**src/rtl/ws_timing_pkg.sv**
```systemverilog
// Shared timing definitions for the WS2812B driver: mode and state encodings
// plus the nanosecond-to-cycle conversion used by timer, shifter and controller.
package ws_timing_pkg;

  typedef enum logic [1:0] {
    WS_MODE_RET  = 2'b00,
    WS_MODE_T0H  = 2'b01,
    WS_MODE_T1H  = 2'b10,
    WS_MODE_TBIT = 2'b11
  } ws_mode_t;

  typedef enum logic {
    ST_IDLE = 1'b0,
    ST_RUN  = 1'b1
  } ws_state_t;

  // Clock is reduced to MHz first so the intermediate product stays small;
  // very short intervals still last at least one cycle.
  function automatic int unsigned ns_to_cycles(input longint unsigned clk_hz,
                                               input longint unsigned ns);
    longint unsigned cyc;
    cyc = ((clk_hz / 64'd1_000_000) * ns) / 64'd1000;
    if (cyc == 64'd0) cyc = 64'd1;
    return 32'(cyc);
  endfunction

endpackage

```
**src/rtl/ws_limit_sel.sv**
```systemverilog
// Maps the latched interval mode onto its terminal count (N-1); also rejects
// parameter sets whose longest interval does not fit the counter width.
module ws_limit_sel
  import ws_timing_pkg::*;
#(
  parameter int unsigned CLK_HZ  = 100_000_000,
  parameter int unsigned RET_NS  = 60_000,
  parameter int unsigned T0H_NS  = 400,
  parameter int unsigned T1H_NS  = 800,
  parameter int unsigned TBIT_NS = 1_250,
  parameter int unsigned CNT_W   = 14
) (
  input  ws_mode_t         mode,
  output logic [CNT_W-1:0] limit
);

  localparam int unsigned N_RET  = ns_to_cycles(64'(CLK_HZ), 64'(RET_NS));
  localparam int unsigned N_T0H  = ns_to_cycles(64'(CLK_HZ), 64'(T0H_NS));
  localparam int unsigned N_T1H  = ns_to_cycles(64'(CLK_HZ), 64'(T1H_NS));
  localparam int unsigned N_TBIT = ns_to_cycles(64'(CLK_HZ), 64'(TBIT_NS));
  localparam longint unsigned MAX_CNT = (64'd1 << CNT_W) - 64'd1;

  if (64'(N_RET) > MAX_CNT || 64'(N_T0H) > MAX_CNT ||
      64'(N_T1H) > MAX_CNT || 64'(N_TBIT) > MAX_CNT) begin : g_range_err
    $error("ws_limit_sel: interval cycle count exceeds CNT_W capacity");
  end

  always_comb begin
    limit = '0;
    case (mode)
      WS_MODE_RET:  limit = CNT_W'(N_RET - 1);
      WS_MODE_T0H:  limit = CNT_W'(N_T0H - 1);
      WS_MODE_T1H:  limit = CNT_W'(N_T1H - 1);
      WS_MODE_TBIT: limit = CNT_W'(N_TBIT - 1);
      default:      limit = CNT_W'(N_RET - 1);
    endcase
  end

endmodule

```
**src/rtl/ws_interval_timer.sv**
```systemverilog
// Interval timer pacing the WS2812B data line: start/done handshake, abort and
// auto-repeat. Define WS_TIMER_HOLD_EN to add the hold (counter freeze) input.
module ws_interval_timer
  import ws_timing_pkg::*;
#(
  parameter int unsigned CLK_HZ  = 100_000_000,
  parameter int unsigned RET_NS  = 60_000,
  parameter int unsigned T0H_NS  = 400,
  parameter int unsigned T1H_NS  = 800,
  parameter int unsigned TBIT_NS = 1_250,
  parameter int unsigned CNT_W   = 14
) (
  input  logic             clk,
  input  logic             reset,
  input  logic             start,
  input  logic [1:0]       mode,
  input  logic             repeat_en,
  input  logic             abort,
`ifdef WS_TIMER_HOLD_EN
  input  logic             hold,
`endif
  output logic             busy,
  output logic             done,
  output logic [CNT_W-1:0] count
);

  ws_state_t        state;
  ws_state_t        state_next;
  ws_mode_t         mode_q;
  logic [CNT_W-1:0] limit;
  logic             at_limit;
  logic             frozen;
  logic             launch;

`ifdef WS_TIMER_HOLD_EN
  assign frozen = hold;
`else
  assign frozen = 1'b0;
`endif

  assign at_limit = (count == limit);
  assign launch   = (state == ST_IDLE) && start && !abort;

  ws_limit_sel #(
    .CLK_HZ  (CLK_HZ),
    .RET_NS  (RET_NS),
    .T0H_NS  (T0H_NS),
    .T1H_NS  (T1H_NS),
    .TBIT_NS (TBIT_NS),
    .CNT_W   (CNT_W)
  ) u_limit_sel (
    .mode  (mode_q),
    .limit (limit)
  );

  always_ff @(posedge clk or negedge reset) begin
    if (!reset) state <= ST_IDLE;
    else        state <= state_next;
  end

  always_comb begin
    state_next = state;
    case (state)
      ST_IDLE: if (launch) state_next = ST_RUN;
      ST_RUN: begin
        if (abort)                  state_next = ST_IDLE;
        else if (done && !repeat_en) state_next = ST_IDLE;
      end
      default: state_next = ST_IDLE;
    endcase
  end

  // A frozen counter sits on its terminal value without signalling done.
  always_comb begin
    busy = (state == ST_RUN);
    done = (state == ST_RUN) && at_limit && !frozen;
  end

  always_ff @(posedge clk or negedge reset) begin
    if (!reset)                          count <= '0;
    else if (state != ST_RUN || abort)   count <= '0;
    else if (frozen)                     count <= count;
    else if (at_limit)                   count <= '0;
    else                                 count <= count + 1'b1;
  end

  always_ff @(posedge clk or negedge reset) begin
    if (!reset)      mode_q <= WS_MODE_RET;
    else if (launch) mode_q <= ws_mode_t'(mode);
  end

endmodule

```
**config.mk**
```make
export PLATFORM = sky130hd
export DESIGN_NAME = ws_interval_timer
export DESIGN_NICKNAME = d
export VERILOG_FILES = /design/src/rtl/ws_timing_pkg.sv /design/src/rtl/ws_limit_sel.sv /design/src/rtl/ws_interval_timer.sv
export SDC_FILE = /design/constraint.sdc
export NUM_CORES = 1
export LEC_CHECK = 0
export BUFFER_PORTS_ARGS = -buffer_cell sky130_fd_sc_hd__buf_4
export CAP_MARGIN = 20
export CELL_PAD_IN_SITES_DETAIL_PLACEMENT = 1
export CELL_PAD_IN_SITES_GLOBAL_PLACEMENT = 2
export CORE_MARGIN = 4
export CORE_UTILIZATION = 29
export DETAILED_ROUTE_END_ITERATION = 8
export PLACE_DENSITY_LB_ADDON = 0.12
export SLEW_MARGIN = 0
export SYNTH_ARGS = -nofsm -noshare
export SYNTH_HDL_FRONTEND = slang
export SYNTH_HIERARCHICAL = 1
export SYNTH_SLANG_ARGS = --single-unit
```
**constraint.sdc**
```tcl
create_clock -name clk -period 1.95 [get_ports clk]
set_input_delay 0.195 -clock clk [delete_from_list [all_inputs] [get_ports clk]]
set_output_delay 0.195 -clock clk [all_outputs]
set_load 0.02 [all_outputs]
```
Word-level counts from Yosys, hierarchy flattened

Cells that the tools add are included.

Add/subtract/negate cells: 1
Equal/unequal tests: 4
Multiplexer cells: 7
Bitwise logic cells: 1
Reduce and logical (&&, ||, !) cells: 8

Operators with widths:

| operator                | count |
|---|---|
| $pmux W14 S4            | 1 |
| $mux W14                | 2 |
| $add A14 B1 Y14 const B | 1 |
| $eq A14 B14 Y1          | 1 |
| $eq A2 B2 Y1 const B    | 2 |
| $logic_and A1 B1 Y1     | 4 |
| $mux W1                 | 3 |
| $eq A2 B1 Y1 const B    | 1 |
| $logic_not A1 Y1        | 2 |
| $logic_not A2 Y1        | 1 |
| $pmux W1 S2             | 1 |
| $logic_or A1 B1 Y1      | 1 |
| $not A1 Y1              | 1 |

Bits in registers: 17
Output and inout bits: 16
Logic and storage cells: 24

Depth between registers and ports, before layout

Gate-level depths: netlist of run 1.

Word-level depth: 8
Mapped depth: 7
Depth with buffers taken out: 5

Modules after synthesis

The synthesis of run 1 kept the hierarchy.

Modules (own cells, without submodules):

| module            | instances | cells each | area an instance (sq um) |
|---|---|---|---|
| ws_interval_timer | 1         | 96         | 989.7 |
| ws_limit_sel      | 1         | 16         | 101.3 |

Worst setup path before layout of run 1

No wires, ideal clock.

Kind: register to output
Start: register mode_q[0]
End: output port done
Arrival time: 1.730 ns
Path slack: 0.025 ns
Cell stages (with the launch flop): 7
Path buffers: 1
Cells stage by stage: dfrtp_1 -> nor2_1 -> buf_4 -> xnor2_1 -> nand4_1 -> nor4_4 -> and2_1

Word-level cells in the longest chain between the ends: 4
Elaborated cells between the ends (all ways): 7
Those cells by class: eq/ne (4); mux (1); reduce/logical (2)

Ends and longest elaborated chain:

| what                                       | RTL line                | text |
|---|---|---|
| from (decl)                                | ws_interval_timer.sv:29 | `ws_mode_t mode_q;` |
| from (signal assigned)                     | ws_interval_timer.sv:89 | `else if (launch) mode_q <= ws_mode_t'(mode);` |
| $eq A2 B2 Y1, or another cell as far along | ws_limit_sel.sv:30      | `case (mode)` |
| $pmux W14 S4 (*)                           | ws_limit_sel.sv:30      |  |
| named net limit[8]                         | ws_interval_timer.sv:30 | `logic [CNT_W-1:0] limit;` |
| $eq A14 B14 Y1 (*)                         | ws_interval_timer.sv:41 | `assign at_limit = (count == limit);` |
| $logic_and A1 B1 Y1 (*)                    | ws_interval_timer.sv:76 | `done = (state == ST_RUN) && at_limit && !frozen;` |
| to (decl)                                  | ws_interval_timer.sv:23 | `output logic done,` |

Mark *: on every way through the listed nets, which the timed path passes. The rest lies on a longest branch. The select of a mux whose other input is x is not followed.

Worst setup path after layout of run 1

Start: register mode_q[1]
End: output port done

The elaborated chain is that of the path after synthesis.

==> results of run 1 <==
stage by stage:
step	setup slack [ns]	setup TNS, ns	instance area, µm²
floorplan	0.0253	0	1100
global placement	0.179	0	1280
detailed placement	0.119	0	1280
CTS	-0.0767	-0.0767	1380
global route	-0.163	-0.163	1370
finish	-0.0525	-0.0525	1370
what timing repair did:
| item | 4_1_cts | 5_1_grt |
|---|---|---|
| pin swaps | 5 | 1 |
| endpoints found under the setup margin | 1 | 4 |
| gates resized for setup | 3 | 0 |
| setup buffers | 4 | 0 |
| hold endpoints to repair | 17 | 0 |
| hold buffers | 1 | 0 |
state kept, by name, summed over array words and instances (netlist names):
name,cells
count,14
mode_q,2
busy,1
layout by cell type, fill, tap and decap left out, drive strengths merged:
| cell | n |
|---|---|
| xor2 | 5 |
| o41ai | 1 |
| mux2 | 2 |
| and3 | 2 |
| ha | 1 |
| nand3 | 5 |
| and4 | 1 |
| a311oi | 1 |
| xnor2 | 20 |
| nor3 | 13 |
| nand4 | 6 |
| a211oi | 1 |
| nor3b | 2 |
| or4b | 1 |
| nand2b | 3 |
| clkbuf | 4 |
| nor2 | 3 |
| nor4 | 3 |
| inv | 2 |
| and2 | 2 |
| nand2 | 6 |
| dlygate4sd3 | 1 |
| dfrtp | 17 |
| buf | 31 |
| conb | 4 |
cells in the mapped netlist, types with 3 or more instances:
cell type  count  area (µm²)
xnor2_1       20         175
buf_4         10        75.1
xor2_1         5        43.8
dfrtp_1       17         425
nand4_1        6        37.5
nand3_1        4        20.0
nor3_1        13        65.1
nor2_1         3        11.3
nand2b_1       3        18.8
nand2_1        6        22.5
cell type report:
class                   instances  area, µm²  area share [%]
flip-flops and latches         17        425            31.0
inverters                       2       7.51           0.547
well taps                      48       60.1            4.38
multi-input cells              82        587            42.8
repair buffers                 32        246            18.0
clock buffers                   4       45.0            3.28
layer usage:
layer / wire length, µm / share of wire (%) / global-route usage, %
met5: 0 / 0 / 0
met4: 16 / 0.53 / 4.56
met3: 50 / 1.7 / 1.88
met2: 1510 / 50 / 22.1
met1: 1440 / 48 / 18.1
power by group:
| group | internal [W] | switching, W |
|---|---|---|
| combinational | 0.0000827 | 0.0000730 |
| sequential | 0.000363 | 0.0000130 |
| clock | 0.000145 | 0.000128 |
| total | 0.000591 | 0.000214 |
logic make-up after synthesis:
group | after synthesis | synth area share (%)
and+or+nand+nor | 47 | 25.5
xor gates and xnor gates | 25 | 20.1
DFF | 17 | 39.0
buffers and inverters | 15 | 8.83
AOI/OAI and AO/OA | 3 | 2.75
other | 2 | 0.688
muxes | 2 | 2.06
adders and majority gates | 1 | 1.15
worst max-delay path by stage:
stage,slack [ns],start,cells after the start,end
after detailed placement,0.12,mode_q[0],7,done
after floorplan,0.03,mode_q[0],6,done
after global placement,0.18,mode_q[0],7,done
after CTS,-0.08,mode_q[1],7,done
after global routing,-0.16,mode_q[1],7,done
final,-0.05,mode_q[1],7,done
==> impl_results.md, run 1 <==
- Slew HR: 61.6%
- Post-route antenna net violation count: 0
- Ratio of cells with drive above 1 in the final layout: 29.9%
- Netlist Area Pre-Place: 1090 µm²
- Die area: 4810 µm²
- First-pass GRT wire length: 5.23 mm
- R2R setup slack: 0.19 ns
- Number of buffer and inverter stages on the critical path: 2
- CP max stage cell: dfrtp_1
- RSZ-0062 raised after global routing: yes
- R2R Path End: busy
- Initial antenna violation count: 0
- Slew @ Worst Pin: roughly 0.58 ns
- Post-synth EDFFs: 0
- FMAX: approximately 500 MHz
- Clock buffers created by TritonCTS: 3
- Vias: 876
- Post-synth cell types: 27
- Ys flop type: dfrtp_1
- Dpl hpwl: 2.21 mm
- Final Slew Violations: 0
- Rows: 22
- HP Class: in -> reg
- Failing checks: negative setup slack
- Family with the most delay on the worst path: simple AND/OR/NAND/NOR gates
- Outcome: finished with violations
- Worst Setup End Kind: output port
- Synthesized instance count: 112
- Critical path arrival: between 1.5 and 2 ns
- Final worst setup slack: -0.0525 ns
- Skew final: 0.00185 ns
- Clock-pin slew on the worst setup and hold paths: 0.07 ns
- GP Congestion: 0.738
- CP cell instances: nor2_1, buf_4, xnor2_2, nand4_1, nor4_4, and2_4, buf_6
- Synth Area per Inst: 9.74 µm²
- Total grt overflow: 0
- Clk sinks: 17
- Final count of hold timing violations: 0
- Synth warn: 6
- Sequential area share after synthesis: 39.0%
- Pleak: approximately 0.57 nW
- Nets: 146
- CTS tree: yes
- H-tree levels: 1
- Hold Startpoint: abort
- Overall Power: 0.000805 W
- Filler cells: 440
- Die X: 69.3 µm
- Hold Worst Slack: between 0.1 and 0.15 ns
- Number of global-route vias before repair: 1012
- Finished Layout Cells: 185
- Post-Route WL: 3.02 mm
- Residual DRC: 0
- Critical Path RT: between 1.5 and 2 ns
- Root buffer cell: clkbuf_8
- Cells after DPL: 177
- Hold path depth: 2
- Tot GR Track Use: between 10% and 20%
- Peak VDD IR: about 0.00022 V
- Initial Util: 29.8%
- Syn-to-layout area delta: 25.7%
- Final min period: 2.00 ns
- Reg2reg path depth: 7
- Critical path type: reg -> out
- Largest net degree at the start of global routing: 18
- Power density over the cells: 587 nW/µm²
- # diodes: 0
- Pre-antenna DRT Iters: 4
- Async S/R FF share, synth: 100%
- Startpoint Class: flip-flop
- Maxcap violations: 0
- Avg Vias per Cell: 4.74
- Fin util: a little under two fifths
- Final count of negative-setup-slack endpoints: 1
- CP Max Fanout: 4
- DR WL/cell: between 15 and 20 µm
- Final period util: 103%
- Die height: between 60 and 70 µm
- WHS Endpoint: busy
- I/O pin count: 23
- Drt initial violations: 16
- Flops & latches, synth: 17
- Worst skew pair latency: approximately 0.25 ns
- Port Buffers: 22
- Reg-to-reg startpoint: mode_q[1]
- CTS Buffer Depth: 2
- CP max stage delay: 0.41 ns
- Core area: 3660 µm²
Power figures use the tool's default switching activity.
==> run 2: changes to the inputs <==
--- a/config.mk
+++ b/config.mk
@@ -10,8 +10,9 @@
 export CELL_PAD_IN_SITES_DETAIL_PLACEMENT = 1
 export CELL_PAD_IN_SITES_GLOBAL_PLACEMENT = 2
 export CORE_MARGIN = 4
-export CORE_UTILIZATION = 29
+export CORE_UTILIZATION = 35
 export DETAILED_ROUTE_END_ITERATION = 8
+export GPL_TIMING_DRIVEN = 1
 export PLACE_DENSITY_LB_ADDON = 0.12
 export SLEW_MARGIN = 0
 export SYNTH_ARGS = -nofsm -noshare
==> constraint.sdc (replaced) <==
create_clock -name clk -period 2.4 [get_ports clk]
set_input_delay 0.24 -clock clk [delete_from_list [all_inputs] [get_ports clk]]
set_output_delay 0.24 -clock clk [all_outputs]
set_load 0.02 [all_outputs]
==> run 2 against run 1 <==
  * The run now ends clean
  * Wire length down 8.5%
  * Total power down 29%
  * Core utilization up 6.8 points
  * Count of clock-buffer cells in the layout unchanged
  * Clock skew about the same
  * Critical path depth down 1
==> impl_results.md, run 2 (synthesis gave the netlist of run 1 again) <==
- CP Launch Point: mode_q[0]
- # diodes: 0 (unchanged)
- Port Buffers: 22 (unchanged)
- Most flops, register: count
- Drt initial violations: 27 (+11)
- Largest net degree at the start of global routing: 18 (unchanged)
- Number of global-route vias before repair: 933 (-7.8%)
- I/O pin count: 23 (unchanged)
- Final Slew Violations: 0 (unchanged)
- Syn-to-layout area delta: 16.7%
- Skew final: 0.00171 ns (-0.000144 ns)
- Post-route antenna net violation count: 0 (unchanged)
- Power density over the cells: 447 nW/µm² (-24%)
- Dpl hpwl: 2.10 mm (-5.1%)
- RSZ-0062 raised after global routing: no
- Die area: 4070 µm² (-15%)
- Initial Util: 37.9% (+8.1 points)
- Critical Path RT: 2.16 ns (+0.41 ns)
- Residual DRC: 0 (unchanged)
- Filler cells: 342 (-22%)
- Initial antenna violation count: 0 (unchanged)
- Outcome: complete, no violations
- CTS tree: yes
- Hold path depth: 2 (unchanged)
- Setup Fix Bufs, Post-CTS: 0 (-4)
- Worst skew pair latency: 0.29 ns (+0.04 ns)
- Post-Route WL: 2.76 mm (-8.5%)
- Peak VDD IR: 0.000194 V (-11%)
- Core area: 2880 µm² (-21%)
- Slew @ Worst Pin: 0.585 ns (+0.00852 ns)
- Commonest non-fill, non-tap cell in the layout: buf_4
- Nets: 138 (-5.5%)
- Reg-to-reg startpoint: mode_q[0]
- CTS Buffer Depth: 2 (unchanged)
- Critical path type: reg -> out
- Hold Worst Slack: 0.111 ns (+0.00547 ns)
- FMAX: about 450 MHz
- Most frequent cells in the layout: buf_4, xnor2_1, dfrtp_1, nor3_1
- Die height: 63.8 µm (-7.9%)
- Total grt overflow: 0 (unchanged)
- Final count of hold timing violations: 0 (unchanged)
- WHS Endpoint: busy
- Vias: 851 (-2.9%)
- Critical path arrival: 1.99 ns (+0.18 ns)
- Startpoint Class: flip-flop
- Root buffer cell: clkbuf_4
- Die X: 63.8 µm (-7.9%)
- Final count of negative-setup-slack endpoints: 0 (-1)
- First-pass GRT wire length: 4.82 mm (-7.8%)
- Clk sinks: 17 (unchanged)
- Final period util: 92.9%
- H-tree levels: 1 (unchanged)
- Hold Startpoint: abort
- R2R setup slack: 0.49 ns (+0.30 ns)
- CP Max Fanout: 6 (+2)
- Final min period: ~2.2 ns
- GP Congestion: 0.743 (+0.68%)
- Pleak: 0.514 nW (-9.4%)
- Avg Vias per Cell: 4.98 (+5.1%)
- Maxcap violations: 0 (unchanged)
- Max reg flops: 14 (unchanged)
- R2R Path End: busy
- Reg2reg path depth: 6 (-1)
- Pre-antenna DRT Iters: 4 (unchanged)
- Clock-pin slew on the worst setup and hold paths: 0.10 ns (+0.03 ns)
- Setup TNS: 0 ns (+0.0525 ns)
- DR WL/cell: 16.1 µm (-1.0%)
- Slew HR: 61.0% (-0.57 points)
- Clock buffers created by TritonCTS: 3 (unchanged)
- Rows: 19 (-14%)
- Tot GR Track Use: 14.9% (+1.4 points)
- HP Class: in -> reg
- Ratio of cells with drive above 1 in the final layout: 24.8% (-5.1 points)
- Worst Setup End Kind: output port
[run 2: cell count changes in the layout (fill, tap and decap cells not counted)]
cell      delta
buf_4        -7
clkbuf_4     +3
clkbuf_8     -3
and2_1       +1
and2_4       -1
buf_6        -1
nor2_1       -1
nor2_2       +1
xnor2_1      +1
xnor2_2      -1
[run 2: final cells by class]
class | count | area [µm²] | share of cell area, %
Clock buffer | 4 | 26.3 | 2.06
Inverter | 2 | 7.51 | 0.589
Multi-Input combinational cell | 82 | 579 | 45.5
Sequential cell | 17 | 425 | 33.4
Tap cell | 42 | 52.6 | 4.13
Timing Repair Buffer | 24 | 183 | 14.3
[run 2: worst max path at each step]
stage,cells past startpoint,end,slack (ns)
after floorplan,6,done,0.43
final,6,done,0.17
after global routing,6,done,0.03
after global placement,6,done,0.49
after CTS,6,done,0.04
after detailed placement,6,done,0.38
[run 2: stage by stage]
| stage | worst slack (ns) | instance area, µm² | util [%] | std cells | total power, W |
|---|---|---|---|---|---|
| after CTS | 0.0355 | 1270 | 44.2 | 171 | 0.000578 |
| after global routing | 0.0317 | 1270 | 44.3 | 171 | 0.000602 |
| after detailed placement | 0.377 | 1230 | 42.9 | 166 | 0.000415 |
| after floorplan | 0.430 | 1100 | - | 114 | 0.000410 |
| final | 0.171 | 1270 | 44.3 | 171 | 0.000570 |
| after global placement | 0.487 | 1230 | 42.9 | 166 | 0.000411 |
[run 2: worst max-delay path: stages (launching register included)]
cell and delay (ns):
dfrtp_1 0.45, nor2_2 0.29, xnor2_1 0.17, nand4_1 0.17, nor4_4 0.32, and2_1 0.16, buf_4 0.14
[run 2: per-layer routing]
metal / part of all wire, % / GRT usage (%)
met3: 2.7 / 2.63
met5: 0 / 0
met1: 46 / 20.5
met2: 50 / 24.5
met4: 0.69 / 3.23
[run 2: timing repair]
action                                  CTS  global route
endpoints found under the setup margin    0             1
hold buffers                              1             0
gates resized for setup                   0             1
hold endpoints to repair                 17             0
[run 2: power breakdown]
group	total [W]	internal [W]	switching, W
Clock	0.000159	0.0000645	0.0000944
Combinational	0.000101	0.0000499	0.0000516
Sequential	0.000309	0.000295	0.0000141
==> run 3: changes to the inputs <==
--- a/config.mk
+++ b/config.mk
@@ -9,7 +9,6 @@
 export CAP_MARGIN = 20
 export CELL_PAD_IN_SITES_DETAIL_PLACEMENT = 1
 export CELL_PAD_IN_SITES_GLOBAL_PLACEMENT = 2
-export CORE_MARGIN = 4
 export CORE_UTILIZATION = 35
 export DETAILED_ROUTE_END_ITERATION = 8
 export GPL_TIMING_DRIVEN = 1
==> run 3 against run 2 <==
  * Count of clock-buffer cells in the layout unchanged
  * Total power shrank 0.37%
  * Via count down 1.6%
  * The flow now finishes with violations (design-rule violations)
  * Die area down 18%
  * Global-route usage grew 2.5 points
  * Worst hold slack better by 0.0045 ns
  * Clock skew up 0.0029 ns
  * Critical path depth did not move
  * Worst setup slack better by 0.024 ns
  * Core utilization shrank 0.11 points
  * Maximum frequency rose by 1.1%
==> impl_results.md, run 3 (synthesis gave the netlist of run 1 again) <==
- Outcome: finished with violations
- Failing checks: design-rule violations
- Initial Util: 38.2% (+0.32 points)
- Final period util: 91.9% (-0.98 points)
- First-pass GRT wire length: 4.38 mm (-9.2%)
- Skew final: 0.00465 ns (+0.00295 ns)
- FMAX: 453 MHz (+1.1%)
- Most frequent cells in the layout: buf_4, xnor2_1, dfrtp_1, nor3_1
- Pre-antenna DRT Iters: 6 (+2)
- Final count of hold timing violations: 0 (unchanged)
- Vias: 837 (-1.6%)
- # diodes: 0 (unchanged)
- Setup TNS: 0 ns (unchanged)
- Die X: 57.8 µm (-9.4%)
- Dpl ws: 0.401 ns (+0.0235 ns)
- Critical Path RT: 2.16 ns (about the same)
- Initial antenna violation count: 0 (unchanged)
- Total grt overflow: 0 (unchanged)
- Slew HR: 61.3% (+0.23 points)
- Commonest non-fill, non-tap cell in the layout: buf_4
- Post-Route WL: 2.60 mm (-6.0%)
- Power density over the cells: 450 nW/µm² (+0.71%)
- Drt initial violations: 16 (-41%)
- Dpl hpwl: 1.93 mm (-7.9%)
- Setup Fix Bufs, Post-CTS: 0 (unchanged)
- HP Class: in -> reg
- Slew @ Worst Pin: 0.581 ns (-0.00339 ns)
- Worst skew pair latency: 0.29 ns (about the same)
- Pleak: 0.514 nW (unchanged)
- Placed cell area: 1220 µm² (-1.1%)
- Maxcap violations: 0 (unchanged)
- Port Buffers: 22 (unchanged)
- Root buffer cell: clkbuf_4
- Ratio of cells with drive above 1 in the final layout: 24.8% (unchanged)
- Hold Worst Slack: 0.115 ns (+0.00453 ns)
- CTS tree: yes
- Design Area, Final: 1260 µm² (-1.1%)
- Final count of negative-setup-slack endpoints: 0 (unchanged)
- Die height: 57.8 µm (-9.4%)
- Final min period: 2.21 ns (-0.0235 ns)
- CTS Buffer Depth: 2 (unchanged)
- Final Slew Violations: 0 (unchanged)
- Number of global-route vias before repair: 870 (-6.8%)
- Most flops, register: count
- Largest net degree at the start of global routing: 18 (unchanged)
- Clk sinks: 17 (unchanged)
- Final worst setup slack: 0.194 ns (+0.0235 ns)
- Core area: 2850 µm² (-0.83%)
- Max reg flops: 14 (unchanged)
- Nets: 138 (unchanged)
- DR WL/cell: 16.2 µm (+0.49%)
- Critical path type: reg -> out
- H-tree levels: 1 (unchanged)
- Post-route antenna net violation count: 0 (unchanged)
- GP Congestion: 0.776 (+4.5%)
- Tot GR Track Use: 17.4% (+2.5 points)
- Critical path arrival: 1.97 ns (-0.02 ns)
- Clock buffers created by TritonCTS: 3 (unchanged)
- CP Max Fanout: 6 (unchanged)
- Clock-pin slew on the worst setup and hold paths: 0.10 ns (about the same)
- Peak VDD IR: 0.000262 V (+35%)
- Worst Setup End Kind: output port
- I/O pin count: 23 (unchanged)
- Die area: 3340 µm² (-18%)
- Startpoint Class: flip-flop
- Residual DRC: 1 (+1)
- Overall Power: 0.000567 W (-0.37%)
- RSZ-0062 raised after global routing: no
- Syn-to-layout area delta: 15.5%
- Rows: 19 (unchanged)
- Avg Vias per Cell: 5.23 (+5.1%)
-- run 3: what timing repair did --
action                     in CTS  in global routing
hold endpoints to repair       17                  0
gates resized for setup         0                  1
setup endpoints to repair       0                  1
hold buffers                    1                  0
-- run 3: metrics by stage --
stage / util [%] / cells
after CTS: 44.1 / 160
after floorplan: - / 114
after global routing: 44.2 / 160
final: 44.2 / 160
after global placement: 42.8 / 155
after detailed placement: 42.8 / 155
-- run 3: routing by layer --
layer  track usage (%)  wire [µm]  vias up  share of wire [%]
li1                  -          -      407                  -
met1              26.1       1260      417                 48
met2              25.8       1250        9                 48
met3              2.23         56        4                2.2
met4              5.78         33        0                1.3
met5                 0          0        -                  0
-- run 3: critical path, cell delays in order (launching register included) --
cell and delay [ns]:
dfrtp_1 0.44, nor2_2 0.28, xnor2_1 0.17, nand4_1 0.16, nor4_4 0.33, and2_1 0.16, buf_4 0.13
-- run 3: final cells by class --
type | instances | area [µm²]
flip-flops and latches | 17 | 425
repair buffers | 24 | 183
multi-input cells | 82 | 579
inverters | 2 | 7.51
well taps | 31 | 38.8
clock buffers | 4 | 26.3
fillers | 332 | 1590
-- run 3: where the power goes --
group | total [W] | switching (W) | leakage (nW) | internal [W]
clock network | 0.000158 | 0.0000929 | 0.0150 | 0.0000647
registers | 0.000309 | 0.0000136 | 0.231 | 0.000295
logic | 0.000101 | 0.0000512 | 0.268 | 0.0000499
-- run 3: worst paths after layout --
check / startpoint / to / slack, ns / depth (start not counted)
min in group asynchronous: reset / count[5] / 0.34 / 2
hold / removal: abort / busy / 0.12 / 2
max in group asynchronous: reset / count[4] / 1.86 / 2
setup reg to reg: mode_q[0] / busy / 0.50 / 6
hold reg to reg: count[0] / count[0] / 0.58 / 1
setup / recovery: mode_q[0] / done / 0.19 / 6
